$ cat config.mk
export PLATFORM = sky130hd
export DESIGN_NAME = alu_arbiter_flat
export DESIGN_NICKNAME = d
export VERILOG_FILES = /design/src/rtl/alu_arbiter_pkg.sv /design/src/rtl/alu_arbiter_if.sv /design/src/rtl/alu_arbiter_alu_core.sv /design/src/rtl/alu_arbiter.sv /design/src/flat_wrapper.sv
export SDC_FILE = /design/constraint.sdc
export NUM_CORES = 1
export LEC_CHECK = 0
export CAP_MARGIN = 10
export CORE_ASPECT_RATIO = 0.7
export CORE_MARGIN = 2
export CORE_UTILIZATION = 45
export DETAILED_ROUTE_END_ITERATION = 16
export PLACE_DENSITY = 0.73
export SLEW_MARGIN = 5
export SYNTH_ARGS = -nofsm -noshare
export SYNTH_HDL_FRONTEND = slang
export SYNTH_SLANG_ARGS = --single-unit
$ cat constraint.sdc
create_clock -name clk -period 7.8 [get_ports clk]
set_input_delay 1.56 -clock clk [delete_from_list [all_inputs] [get_ports clk]]
set_output_delay 1.56 -clock clk [all_outputs]
set_load 0.03 [all_outputs]
$ cat src/rtl/alu_arbiter_pkg.sv
// Shared definitions for the ALU arbiter: ALU control codes and response-slot state encoding.
package alu_arbiter_pkg;

    localparam logic [3:0] CTL_AND = 4'b0000;
    localparam logic [3:0] CTL_OR  = 4'b0001;
    localparam logic [3:0] CTL_ADD = 4'b0010;
    localparam logic [3:0] CTL_SUB = 4'b0110;
    localparam logic [3:0] CTL_LE  = 4'b0111;
    localparam logic [3:0] CTL_SLL = 4'b1000;
    localparam logic [3:0] CTL_NOR = 4'b1100;

    typedef enum logic {
        SLOT_EMPTY = 1'b0,
        SLOT_FULL  = 1'b1
    } slot_state_t;

endpackage

$ cat src/rtl/alu_arbiter_if.sv
// Request/response bundle between the two requesters and the ALU arbiter.
interface alu_arbiter_if #(
    parameter int DWIDTH = 32
);

    logic [1:0]        req_valid;
    logic [1:0]        req_ready;
    logic [DWIDTH-1:0] req_a0;
    logic [DWIDTH-1:0] req_b0;
    logic [DWIDTH-1:0] req_a1;
    logic [DWIDTH-1:0] req_b1;
    logic [3:0]        req_ctl0;
    logic [3:0]        req_ctl1;
    logic [1:0]        resp_valid;
    logic [1:0]        resp_ready;
    logic [DWIDTH-1:0] resp_out0;
    logic [DWIDTH-1:0] resp_out1;
    logic              resp_zero0;
    logic              resp_zero1;

    modport master (
        output req_valid, req_a0, req_b0, req_a1, req_b1, req_ctl0, req_ctl1, resp_ready,
        input  req_ready, resp_valid, resp_out0, resp_out1, resp_zero0, resp_zero1
    );

    modport slave (
        input  req_valid, req_a0, req_b0, req_a1, req_b1, req_ctl0, req_ctl1, resp_ready,
        output req_ready, resp_valid, resp_out0, resp_out1, resp_zero0, resp_zero1
    );

endinterface

$ cat src/rtl/alu_arbiter_alu_core.sv
// Purely combinational ALU shared by both requesters; unknown control codes give 0.
module alu_core
    import alu_arbiter_pkg::*;
#(
    parameter int DWIDTH = 32
) (
    input  logic [DWIDTH-1:0] a,
    input  logic [DWIDTH-1:0] b,
    input  logic [3:0]        ctl,
    output logic [DWIDTH-1:0] result,
    output logic              zero
);

    always_comb begin
        result = '0;
        case (ctl)
            CTL_AND: result = a & b;
            CTL_OR:  result = a | b;
            CTL_ADD: result = a + b;
            CTL_SUB: result = a - b;
            CTL_LE:  result = DWIDTH'(a < b);
            CTL_SLL: result = a << b[4:0];
            CTL_NOR: result = ~(a | b);
            default: result = '0;
        endcase
    end

    assign zero = (result == '0);

endmodule

$ cat src/rtl/alu_arbiter.sv
// Two-port arbiter sharing one ALU, with a one-entry response slot per port.
// Define ALU_ARB_RR_EN for round-robin tie-break; otherwise port 0 wins every tie.
module alu_arbiter
    import alu_arbiter_pkg::*;
#(
    parameter int DWIDTH = 32
) (
    input  logic          clk,
    input  logic          rst_n,
    alu_arbiter_if.slave  bus
);

    logic [1:0]        eligible;
    logic [1:0]        grant;
    logic              port0_wins;
    slot_state_t       slot_q [2];
    logic [DWIDTH-1:0] out_q  [2];
    logic [1:0]        zero_q;
    logic [DWIDTH-1:0] alu_a;
    logic [DWIDTH-1:0] alu_b;
    logic [3:0]        alu_ctl;
    logic [DWIDTH-1:0] alu_result;
    logic              alu_zero;

    // A port may issue when its slot is free or is being drained this same cycle.
    always_comb begin
        eligible = '0;
        for (int i = 0; i < 2; i++) begin
            eligible[i] = bus.req_valid[i] & ((slot_q[i] == SLOT_EMPTY) | bus.resp_ready[i]);
        end
    end

`ifdef ALU_ARB_RR_EN
    logic last_grant_q;

    assign port0_wins = last_grant_q;

    always_ff @(posedge clk or negedge rst_n) begin
        if (!rst_n) begin
            last_grant_q <= 1'b1;
        end else if (grant[0]) begin
            last_grant_q <= 1'b0;
        end else if (grant[1]) begin
            last_grant_q <= 1'b1;
        end
    end
`else
    assign port0_wins = 1'b1;
`endif

    always_comb begin
        grant = '0;
        if (rst_n) begin
            grant[0] = eligible[0] & (~eligible[1] | port0_wins);
            grant[1] = eligible[1] & (~eligible[0] | ~port0_wins);
        end
    end

    assign alu_a   = grant[1] ? bus.req_a1   : bus.req_a0;
    assign alu_b   = grant[1] ? bus.req_b1   : bus.req_b0;
    assign alu_ctl = grant[1] ? bus.req_ctl1 : bus.req_ctl0;

    alu_core #(
        .DWIDTH (DWIDTH)
    ) u_alu (
        .a      (alu_a),
        .b      (alu_b),
        .ctl    (alu_ctl),
        .result (alu_result),
        .zero   (alu_zero)
    );

    // Slot FSMs: an accept always wins over a drain so a simultaneous pair keeps the slot full.
    always_ff @(posedge clk or negedge rst_n) begin
        if (!rst_n) begin
            for (int i = 0; i < 2; i++) begin
                slot_q[i] <= SLOT_EMPTY;
                out_q[i]  <= '0;
                zero_q[i] <= 1'b0;
            end
        end else begin
            for (int i = 0; i < 2; i++) begin
                if (grant[i]) begin
                    slot_q[i] <= SLOT_FULL;
                    out_q[i]  <= alu_result;
                    zero_q[i] <= alu_zero;
                end else if (slot_q[i] == SLOT_FULL && bus.resp_ready[i]) begin
                    slot_q[i] <= SLOT_EMPTY;
                end
            end
        end
    end

    assign bus.req_ready  = grant;
    assign bus.resp_valid = {slot_q[1] == SLOT_FULL, slot_q[0] == SLOT_FULL};
    assign bus.resp_out0  = out_q[0];
    assign bus.resp_out1  = out_q[1];
    assign bus.resp_zero0 = zero_q[0];
    assign bus.resp_zero1 = zero_q[1];

endmodule

$ cat src/flat_wrapper.sv
// flat-port wrapper written by rule: the top's interface ports become plain ports
module alu_arbiter_flat import alu_arbiter_pkg::*;
#(
    parameter int DWIDTH = 32
)
  (clk, rst_n, bus_req_valid, bus_req_a0, bus_req_b0, bus_req_a1, bus_req_b1, bus_req_ctl0, bus_req_ctl1, bus_resp_ready, bus_req_ready, bus_resp_valid, bus_resp_out0, bus_resp_out1, bus_resp_zero0, bus_resp_zero1);
  alu_arbiter_if #(.DWIDTH(DWIDTH)) bus_i ();
  input  logic clk;
  input  logic rst_n;
  input wire logic [$bits(bus_i.req_valid)-1:0] bus_req_valid;
  input wire logic [$bits(bus_i.req_a0)-1:0] bus_req_a0;
  input wire logic [$bits(bus_i.req_b0)-1:0] bus_req_b0;
  input wire logic [$bits(bus_i.req_a1)-1:0] bus_req_a1;
  input wire logic [$bits(bus_i.req_b1)-1:0] bus_req_b1;
  input wire logic [$bits(bus_i.req_ctl0)-1:0] bus_req_ctl0;
  input wire logic [$bits(bus_i.req_ctl1)-1:0] bus_req_ctl1;
  input wire logic [$bits(bus_i.resp_ready)-1:0] bus_resp_ready;
  output wire logic [$bits(bus_i.req_ready)-1:0] bus_req_ready;
  output wire logic [$bits(bus_i.resp_valid)-1:0] bus_resp_valid;
  output wire logic [$bits(bus_i.resp_out0)-1:0] bus_resp_out0;
  output wire logic [$bits(bus_i.resp_out1)-1:0] bus_resp_out1;
  output wire logic [$bits(bus_i.resp_zero0)-1:0] bus_resp_zero0;
  output wire logic [$bits(bus_i.resp_zero1)-1:0] bus_resp_zero1;
  assign bus_i.req_valid = bus_req_valid;
  assign bus_i.req_a0 = bus_req_a0;
  assign bus_i.req_b0 = bus_req_b0;
  assign bus_i.req_a1 = bus_req_a1;
  assign bus_i.req_b1 = bus_req_b1;
  assign bus_i.req_ctl0 = bus_req_ctl0;
  assign bus_i.req_ctl1 = bus_req_ctl1;
  assign bus_i.resp_ready = bus_resp_ready;
  assign bus_req_ready = bus_i.req_ready;
  assign bus_resp_valid = bus_i.resp_valid;
  assign bus_resp_out0 = bus_i.resp_out0;
  assign bus_resp_out1 = bus_i.resp_out1;
  assign bus_resp_zero0 = bus_i.resp_zero0;
  assign bus_resp_zero1 = bus_i.resp_zero1;
  alu_arbiter #(.DWIDTH(DWIDTH)) u_core (.clk(clk), .rst_n(rst_n), .bus(bus_i));
endmodule
Word-level counts from Yosys, hierarchy flattened
Index checks and enable logic that the tools add are counted.
{"block": "word_totals", "regBits": 68, "out_inout_bits": 70}
{"block": "classes", "mux": 9, "eq_ne": 6, "bitwise_logic": 11, "n_addsub": 2, "order_cmp": 1, "n_shift": 1, "n_reduce_logical": 6}
{"op": "one-hot mux 32 bit (7 select lines)", "count": 1}
{"op": "two-way mux 32 bit", "count": 2}
{"op": "adder 32 bit", "count": 1}
{"op": "bitwise AND 32 bit", "count": 1}
{"op": "logical NOT 32 bit", "count": 1}
{"op": "< comparator 32 bit", "count": 1}
{"op": "NOT 32 bit", "count": 1}
{"op": "bitwise OR 32 bit", "count": 1}
{"op": "<< shifter 32 x 5 -> 32 bit", "count": 1}
{"op": "subtractor 32 bit", "count": 1}
{"op": "equality test 4 x 3 -> 1 bit (second input constant)", "count": 2}
{"op": "equality test 4 bit (second input constant)", "count": 2}
{"op": "equality test 4 x 1 -> 1 bit (second input constant)", "count": 1}
{"op": "equality test 4 x 2 -> 1 bit (second input constant)", "count": 1}
{"op": "logical NOT 4 bit", "count": 1}
{"op": "two-way mux 1 bit", "count": 4}
{"op": "two-way mux 4 bit", "count": 1}
{"op": "nonzero test 2 bit", "count": 2}
{"op": "bitwise AND 1 bit", "count": 3}
{"op": "NOT 1 bit", "count": 3}
{"op": "logical AND 1 bit", "count": 2}
{"op": "two-way mux 2 bit", "count": 1}
{"op": "bitwise OR 1 bit", "count": 2}

Depth between registers and ports, before layout
Gate-level depths: netlist (run 1).
{"block": "logic_depth", "word_depth": 11, "ltp_mapped": 29, "mapped_depth_nobuf": 20}

Cells and area by module
Synthesis (run 1) repeated with hierarchy kept, for this count alone.
{"block": "unflattened", "hier_cells": 1366, "hier_area_um2": 11106.9}
{"mod": "alu_core", "n_inst": 1, "area_per_inst_um2": 7724.9, "seq_area_each_um2": 0.0, "cells_each": 1142}
{"mod": "alu_arbiter", "n_inst": 1, "area_per_inst_um2": 3382.0, "seq_area_each_um2": 1701.6, "cells_each": 224}

Worst setup path before layout (run 1)
OpenSTA, ideal clock, no wires.
{"block": "synth_timing", "path_kind": "input to register", "start": "in bus_resp_ready[0]", "end": "reg u_core.zero_q[1]", "required_time_ns": 7.732, "slack_ns": 0.432, "n_path_buf": 11, "stages": 28, "arrival_time_ns": 7.300, "cell_sequence": "and2b_1 > o211ai_4 > buf_6 > buf_6 > buf_6 > buf_6 > buf_6 > buf_2 > clkbuf_1 > clkbuf_1 > clkbuf_1 > clkbuf_1 > nand2_1 > nand2_1 > ha_1 > clkbuf_1 > o21ba_2 > o2111ai_1 > o31ai_2 > or4_1 > o41ai_2 > o21ai_1 > a21oi_1 > nor2b_1 > a221o_1 > a221oi_1 > and4_1 > a32o_1"}
{"block": "synth_between", "elab_chain_cells": 10}
{"element": "start, declared", "line": "flat_wrapper.sv:17", "source": "input wire logic [$bits(bus_i.resp_ready)-1:0] bus_resp_ready;"}
{"element": "bitwise OR 1 bit (*)", "line": "alu_arbiter.sv:29", "source": "eligible[i] = bus.req_valid[i] & ((slot_q[i] == SLOT_EMPTY) | bus.resp_ready[i]);"}
{"element": "bitwise AND 1 bit (*)", "line": "alu_arbiter.sv:29"}
{"element": "NOT 1 bit (*)", "line": "alu_arbiter.sv:55", "source": "grant[1] = eligible[1] & (~eligible[0] | ~port0_wins);"}
{"element": "bitwise AND 1 bit (*)", "line": "alu_arbiter.sv:55"}
{"element": "two-way mux 2 bit (*)", "line": "alu_arbiter.sv:53", "source": "if (rst_n) begin"}
{"element": "branches (longest 5 deep; another with subtractor 32 bit)"}
{"element": "end signal, assigned by index", "line": "alu_arbiter.sv:86", "source": "zero_q[i] <= alu_zero;"}
{"element": "end, declared", "line": "alu_arbiter.sv:18", "source": "logic [1:0] zero_q;"}
Mark *: on every way between the ends.
A chain may end at the register's enable or synchronous reset.

Worst setup path after layout (run 1)
{"block": "layout_timing", "start": "in bus_req_valid[0]", "end": "reg u_core.zero_q[1]"}
{"block": "layout_between", "elab_chain_cells": 9}
{"element": "start, declared", "line": "flat_wrapper.sv:10", "source": "input wire logic [$bits(bus_i.req_valid)-1:0] bus_req_valid;"}
{"element": "bitwise AND 1 bit (*)", "line": "alu_arbiter.sv:29"}
{"element": "NOT 1 bit (*)", "line": "alu_arbiter.sv:55"}
{"element": "bitwise AND 1 bit (*)", "line": "alu_arbiter.sv:55"}
{"element": "two-way mux 2 bit (*)", "line": "alu_arbiter.sv:53"}
{"element": "branches (longest 5 deep; another with subtractor 32 bit)"}
Marks and branches as above.

==> results of run 1 <==
[worst max-delay path: stages]
cell	delay, ps
clkdlybuf4s50_1	670
inv_2	150
o211ai_4	270
inv_4	160
mux2_2	290
buf_4	230
clkinv_1	110
ha_1	350
mux2i_1	440
nor3_1	90
nor3_1	160
a21oi_1	160
a211oi_1	1130
and3_1	320
and4_1	230
nand4_1	170
nor4_1	480
and4_1	250
a32o_1	160
[path summary, 6_finish.rpt]
check,slack (ps),startpoint,cells past startpoint,to
max in group asynchronous,5520,rst_n,3,u_core.bus.resp_out1[3]
worst min register to register,470,u_core.bus.resp_out0[19],2,u_core.bus.resp_out0[19]
min in group asynchronous,1410,rst_n,2,u_core.bus.resp_out1[25]
worst max-delay path,680,bus_req_valid[0],19,u_core.zero_q[1]
worst min-delay path,470,u_core.bus.resp_out0[19],2,u_core.bus.resp_out0[19]
worst max register to register,2050,u_core.bus.resp_valid[0],18,u_core.zero_q[1]
[cell type report]
class / count / area [µm²]
Fill cell: 2928 / 13400
Multi-Input combinational cell: 1571 / 11100
Timing Repair Buffer: 276 / 2600
Sequential cell: 68 / 1700
Tap cell: 412 / 515
Inverter: 92 / 348
Clock buffer: 9 / 225
Clock inverter: 7 / 98.8
Antenna cell: 2 / 5.00
[sequential cells by signal (all words and copies together) (netlist names)]
register               count
u_core.bus.resp_out0      32
u_core.bus.resp_out1      32
u_core.bus.resp_valid      2
u_core.zero_q              2
[power groups by stage]
stage / clock [mW] / sequential [mW] / combinational, mW
after CTS: 0.452 / 0.461 / 1.52
final: 0.445 / 0.460 / 1.56
after global placement: 0 / 0.465 / 1.50
after floorplan: 0 / 0.598 / 0.791
after global routing: 0.471 / 0.468 / 1.66
after detailed placement: 0 / 0.466 / 1.51
[through the flow]
stage / hold WS, ps / instances / power [mW]
finish: 474 / 2437 / 2.47
global placement: 461 / 2419 / 1.97
CTS: 480 / 2435 / 2.43
global route: 505 / 2437 / 2.60
detailed placement: 466 / 2419 / 1.98
floorplan: 650 / 1858 / 1.39
[routing by layer]
layer,track usage (%),share of wire (%),wire length (µm)
met5,2.35,0.20,126
met4,17.4,4.9,3140
met3,12.7,13,8140
met2,57.5,41,26300
met1,53.5,41,26600
[kinds of logic (layout without fill, tap and decap cells)]
| group | Yosys count | count (layout) | share of synthesized area (%) |
|---|---|---|---|
| and+or+nand+nor | 718 | 718 | 23.9 |
| AOI/OAI and AO/OA | 544 | 544 | 27.6 |
| buffers and inverters | 219 | 384 | 6.90 |
| muxes | 194 | 194 | 19.3 |
| adders and majority gates | 93 | 93 | 8.57 |
| DFF | 68 | 68 | 12.4 |
| xor gates and xnor gates | 22 | 22 | 1.40 |
| other | 0 | 2 | 0 |
[layout by cell type, fill, tap and decap left out, types with 15 or more instances in the layout]
master	instances
mux2i_1	107
mux4_2	53
o21ai_0	133
clkdlybuf4s50_1	206
buf_4	63
nand3_1	21
ha_1	91
a221oi_1	18
a21oi_1	103
inv_1	86
nand2_1	364
nor2b_1	15
a211oi_1	39
mux2_2	30
nor3_1	50
o211ai_1	28
nor2_1	130
dfrtp_1	68
==> results_dict.tcl, run 1 <==
set metrics [dict create \
    cp_max_fo 21 \
    hpwl_mm 51.7 \
    row_count 53 \
    grt_pass1_vias 14999 \
    synth-seq-cells 68 \
    internal_power_mw 1.29 \
    wl_per_cell_um 26.4 \
    synth_most_common_cell "nand2_1" \
    hp-class "reg2reg" \
    p_clk_share_pct 18.1 \
    gp_congestion 1.07 \
    max_slew_margin_pct 8.42 \
    syn_area_um2 13800 \
    finClkSkew_ps 5.16 \
    fin_nets 2253 \
    vias 16276 \
    yosysSeqAreaShare_pct 12.4 \
    grt_max_degree 66 \
    final_antenna_net_count 0 \
    path_clk_slew_ps 60 \
    io_buffers 211 \
    final_hold_viol_count 0 \
    cts_root_buffer "clkbuf_16" \
    firstDrtPassIters 6 \
    first_iter_violations 2338 \
    ioPinCount 212 \
    layout-area-overhead-vs-synth_pct 20.8 \
    die_area_um2 32000 \
    synthTopCellsByArea "dfrtp_1 (12%), nand2_1 (9.9%), mux4_2 (8.7%)" \
    comb_power_share_pct 63.3 \
    clk_path_buf_depth 2 \
    die_w_um 213 \
    track_usage_pct 39.7 \
    powerDensity_nw_per_um2 148 \
    status "completed" \
    antenna_found_initial 2 \
    worstMarginPinSlew_ps 1370 \
    cts_sinks 68 \
    synth_common_cells "nand2_1 (364), o21ai_0 (133), nor2_1 (130)" \
    swShare_pct 47.6 \
    cp-end-kind "register" \
    syn_nets 2093 \
    crit_type "in2reg" \
    final.setup.worst_slack_ps 675 \
    min_period_over_period_pct 91.3 \
    cts.repair.resized 0 \
    core_um2 30000 \
    rsz0062_at_grt "no" \
    die_y_um 150 \
    p_sw_mw 1.18 \
    syn_avg_cell_area_um2 7.40 \
    cp.arrival_ps 7410 \
    numCtsBuffers 9 \
    setup_viol 0 \
    maxCapViolCount 0 \
    synth_top_cell_area_share_pct 12.4 \
    drive_above_1_share_pct 11.0 \
    vias_per_cell 6.68 \
    placed_area_um2 16300 \
    drt-total-wl_mm 64.3 \
    worstSkewPairLatency_ps 340 \
    design_area_um2 16600 \
    worstSetupStartpointType "input port" \
    syn_inst 1858 \
    initial_utilization_pct 45.8 \
    vdd_drop_max_mv 0.139 \
    synth_edf_count 0 \
    cts_tree "built" \
    grt_pass1_wl_mm 94.6 \
    yosysWarnings 0 \
    power_frac_seq_pct 18.6 \
    required_ps 8080 \
    dp_slack_ps 520 \
    yosysUniqueCellTypes 93 \
    post_cts_buffers 0 \
    cts_max_level 3 \
    route.detailed.drc 0 \
    slew_violations 0 \
    async_flop_share_pct 100 \
    tns_ps 0 \
    synth_ff_type "dfrtp_1" \
    gr-total-overflow 0 \
    max_freq_mhz 140 \
    synth_area_leader_cell "dfrtp_1" \
    period_needed_ps 7120 \
    utilization_pct 55.3 \
    cts_hold_buf 0 \
    p_leak_nw 7.03 \
]
No activity file was read; power rests on OpenSTA's default activity.
==> run 2, diff against run 1 <==
--- a/config.mk
+++ b/config.mk
@@ -7,7 +7,7 @@
 export LEC_CHECK = 0
 export CAP_MARGIN = 10
 export CORE_ASPECT_RATIO = 0.7
-export CORE_MARGIN = 2
+export CORE_MARGIN = 1
 export CORE_UTILIZATION = 45
 export DETAILED_ROUTE_END_ITERATION = 16
 export PLACE_DENSITY = 0.73
==> constraint.sdc (replaced) <==
create_clock -name clk -period 7.55 [get_ports clk]
set_input_delay 1.51 -clock clk [delete_from_list [all_inputs] [get_ports clk]]
set_output_delay 1.51 -clock clk [all_outputs]
set_load 0.03 [all_outputs]
==> run 2 against run 1 <==
Compared with the run above: worst setup slack lost 580 ps; sequential cell count unchanged; critical endpoint unchanged; largest cell class unchanged; clock skew increased by 1.1 ps; sequential share of layout area is 0.096 points lower; wire length is 5.6% higher; die area down 2.3%; critical path depth rose by 4.
==> results_dict.tcl, run 2 (synthesized netlist as in run 1, its figures left out) <==
set metrics [dict create \
    status "completed" \
    setup_viol 0 \
    initial_utilization_pct 45.8 \
    rr_worst_depth 22 \
    vias 16516 \
    hold-worst-slack_ps 479 \
    layout-area-overhead-vs-synth_pct 21.9 \
    placed_area_um2 16500 \
    die_w_um 211 \
    numCtsBuffers 9 \
    grt_pass1_wl_mm 99.4 \
    final_hold_viol_count 0 \
    row_count 53 \
    firstDrtPassIters 6 \
    track_usage_pct 42.5 \
    p_leak_nw 7.13 \
    required_ps 7820 \
    ioPinCount 212 \
    route.detailed.drc 0 \
    powerDensity_nw_per_um2 153 \
    max_freq_mhz 134 \
    period_needed_ps 7450 \
    io_buffers 211 \
    die_y_um 148 \
    maxCapViolCount 0 \
    grt_pass1_vias 15321 \
    design_area_um2 16800 \
    drive_above_1_share_pct 11.9 \
    path_clk_slew_ps 60 \
    cp_slowest_cell "a2111oi_0" \
    final-instance-count-excl-fill 2456 \
    max_slew_margin_pct 28.5 \
    cp_max_fo 19 \
    core_um2 30000 \
    worstMarginPinSlew_ps 1050 \
    antenna_found_initial 2 \
    die_area_um2 31300 \
    cts_hold_buf 0 \
    finClkSkew_ps 6.24 \
    post_cts_buffers 0 \
    clk_path_buf_depth 2 \
    hold_path_end "u_core.bus.resp_out1[21]" \
    cts_tree "built" \
    cp.arrival_ps 7720 \
    final_antenna_net_count 0 \
    dp_cells 2440 \
    cts_root_buffer "clkbuf_16" \
    gp_congestion 1.05 \
    r2r_start "u_core.bus.resp_valid[0]" \
    r2r_end "u_core.zero_q[1]" \
    min_period_over_period_pct 98.7 \
    cts.repair.resized 0 \
    utilization_pct 55.8 \
    n_antenna_cell 0 \
    rsz0062_at_grt "no" \
    final_common_cell "nand2_1" \
    fillers 2905 \
    cts_sinks 68 \
    hp-class "reg2reg" \
    hold_path_depth 2 \
    first_iter_violations 2803 \
    gr-total-overflow 0 \
    fin_nets 2274 \
    reg2reg_setup_slack_ps 1400 \
    crit_type "in2reg" \
    final_cell_mix "nand2_1 (364), clkdlybuf4s50_1 (206), o21ai_0 (133), nor2_1 (130), mux2i_1 (107)" \
    worstSkewPairLatency_ps 340 \
    grt_max_degree 65 \
    cp-end-kind "register" \
    total_power_mw 2.57 \
    vias_per_cell 6.72 \
    path_cells "clkdlybuf4s50_1 > and2_1 > o211ai_4 > inv_4 > buf_4 > nand2_1 > nand2_1 > ha_1 > inv_1 > fa_1 > nand2b_1 > a211oi_1 > buf_4 > o31ai_1 > a31oi_1 > mux2i_1 > nor2_1 > a2111oi_0 > and3_1 > o2111ai_1 > nor4_1 > and4_1 > a32o_1" \
    vdd_drop_max_mv 0.140 \
    wl_per_cell_um 27.7 \
    slew_violations 0 \
    cts_max_level 3 \
    min-delay-start "u_core.bus.resp_out1[21]" \
    drt-total-wl_mm 67.9 \
    worstSetupStartpointType "input port" \
    cp_slowest_stage_delay_ps 780 \
    hpwl_mm 54.0 \
]
-- run 2: cell types whose count changed in the layout (fill, tap and decap cells not counted), sizes merged --
cell      before  now
buf           70   91
bufinv         2    1
clkinv         6    8
clkinvlp       1    0
diode          2    0
-- run 2: worst max path at each step --
stage,from,to,slack [ps],cells past startpoint
after floorplan,bus_resp_ready[0],u_core.zero_q[1],230,28
after global placement,bus_req_valid[1],u_core.zero_q[0],-40,23
after detailed placement,bus_req_valid[1],u_core.zero_q[0],-40,23
after CTS,bus_req_valid[1],u_core.zero_q[0],290,23
after global routing,bus_req_valid[1],u_core.zero_q[1],10,23
final,bus_req_valid[1],u_core.zero_q[1],100,23
-- run 2: layout make-up --
type	instances	area (µm²)	area share, %
sequential	68	1700	10.1
clock inverter	7	75.1	0.448
tap	412	515	3.07
timing repair buffer	297	2790	16.6
multi-input combinational	1571	11100	66.3
inverter	92	348	2.07
clock buffer	9	225	1.34
-- run 2: worst max-delay path: cells and delay by family --
kind / cells / cell delay (ps)
muxes: 1 / 310
buffers and inverters: 5 / 1310
and+or+nand+nor: 8 / 1700
AOI/OAI and AO/OA: 7 / 2200
adders and majority gates: 2 / 680
-- run 2: routing by layer --
metal  vias to the layer above  GRT usage [%]  routed length (µm)
li1                       7261              -                   -
met1                      7834           59.9               28400
met2                      1242           64.1               28700
met3                       177           9.80                8520
met4                         2           12.9                2320
met5                         -              0                   8
-- run 2: per-stage QoR --
step	setup WS, ps	setup TNS (ps)
CTS	295	0
global route	12.0	0
finish	97.3	0
detailed placement	-43.4	-77.3
global placement	-41.4	-80.8
floorplan	232	0
-- run 2: power breakdown --
group / internal (mW) / switching, mW
Sequential: 0.435 / 0.0420
Combinational: 0.625 / 1.04
Clock: 0.257 / 0.175
Total: 1.32 / 1.26
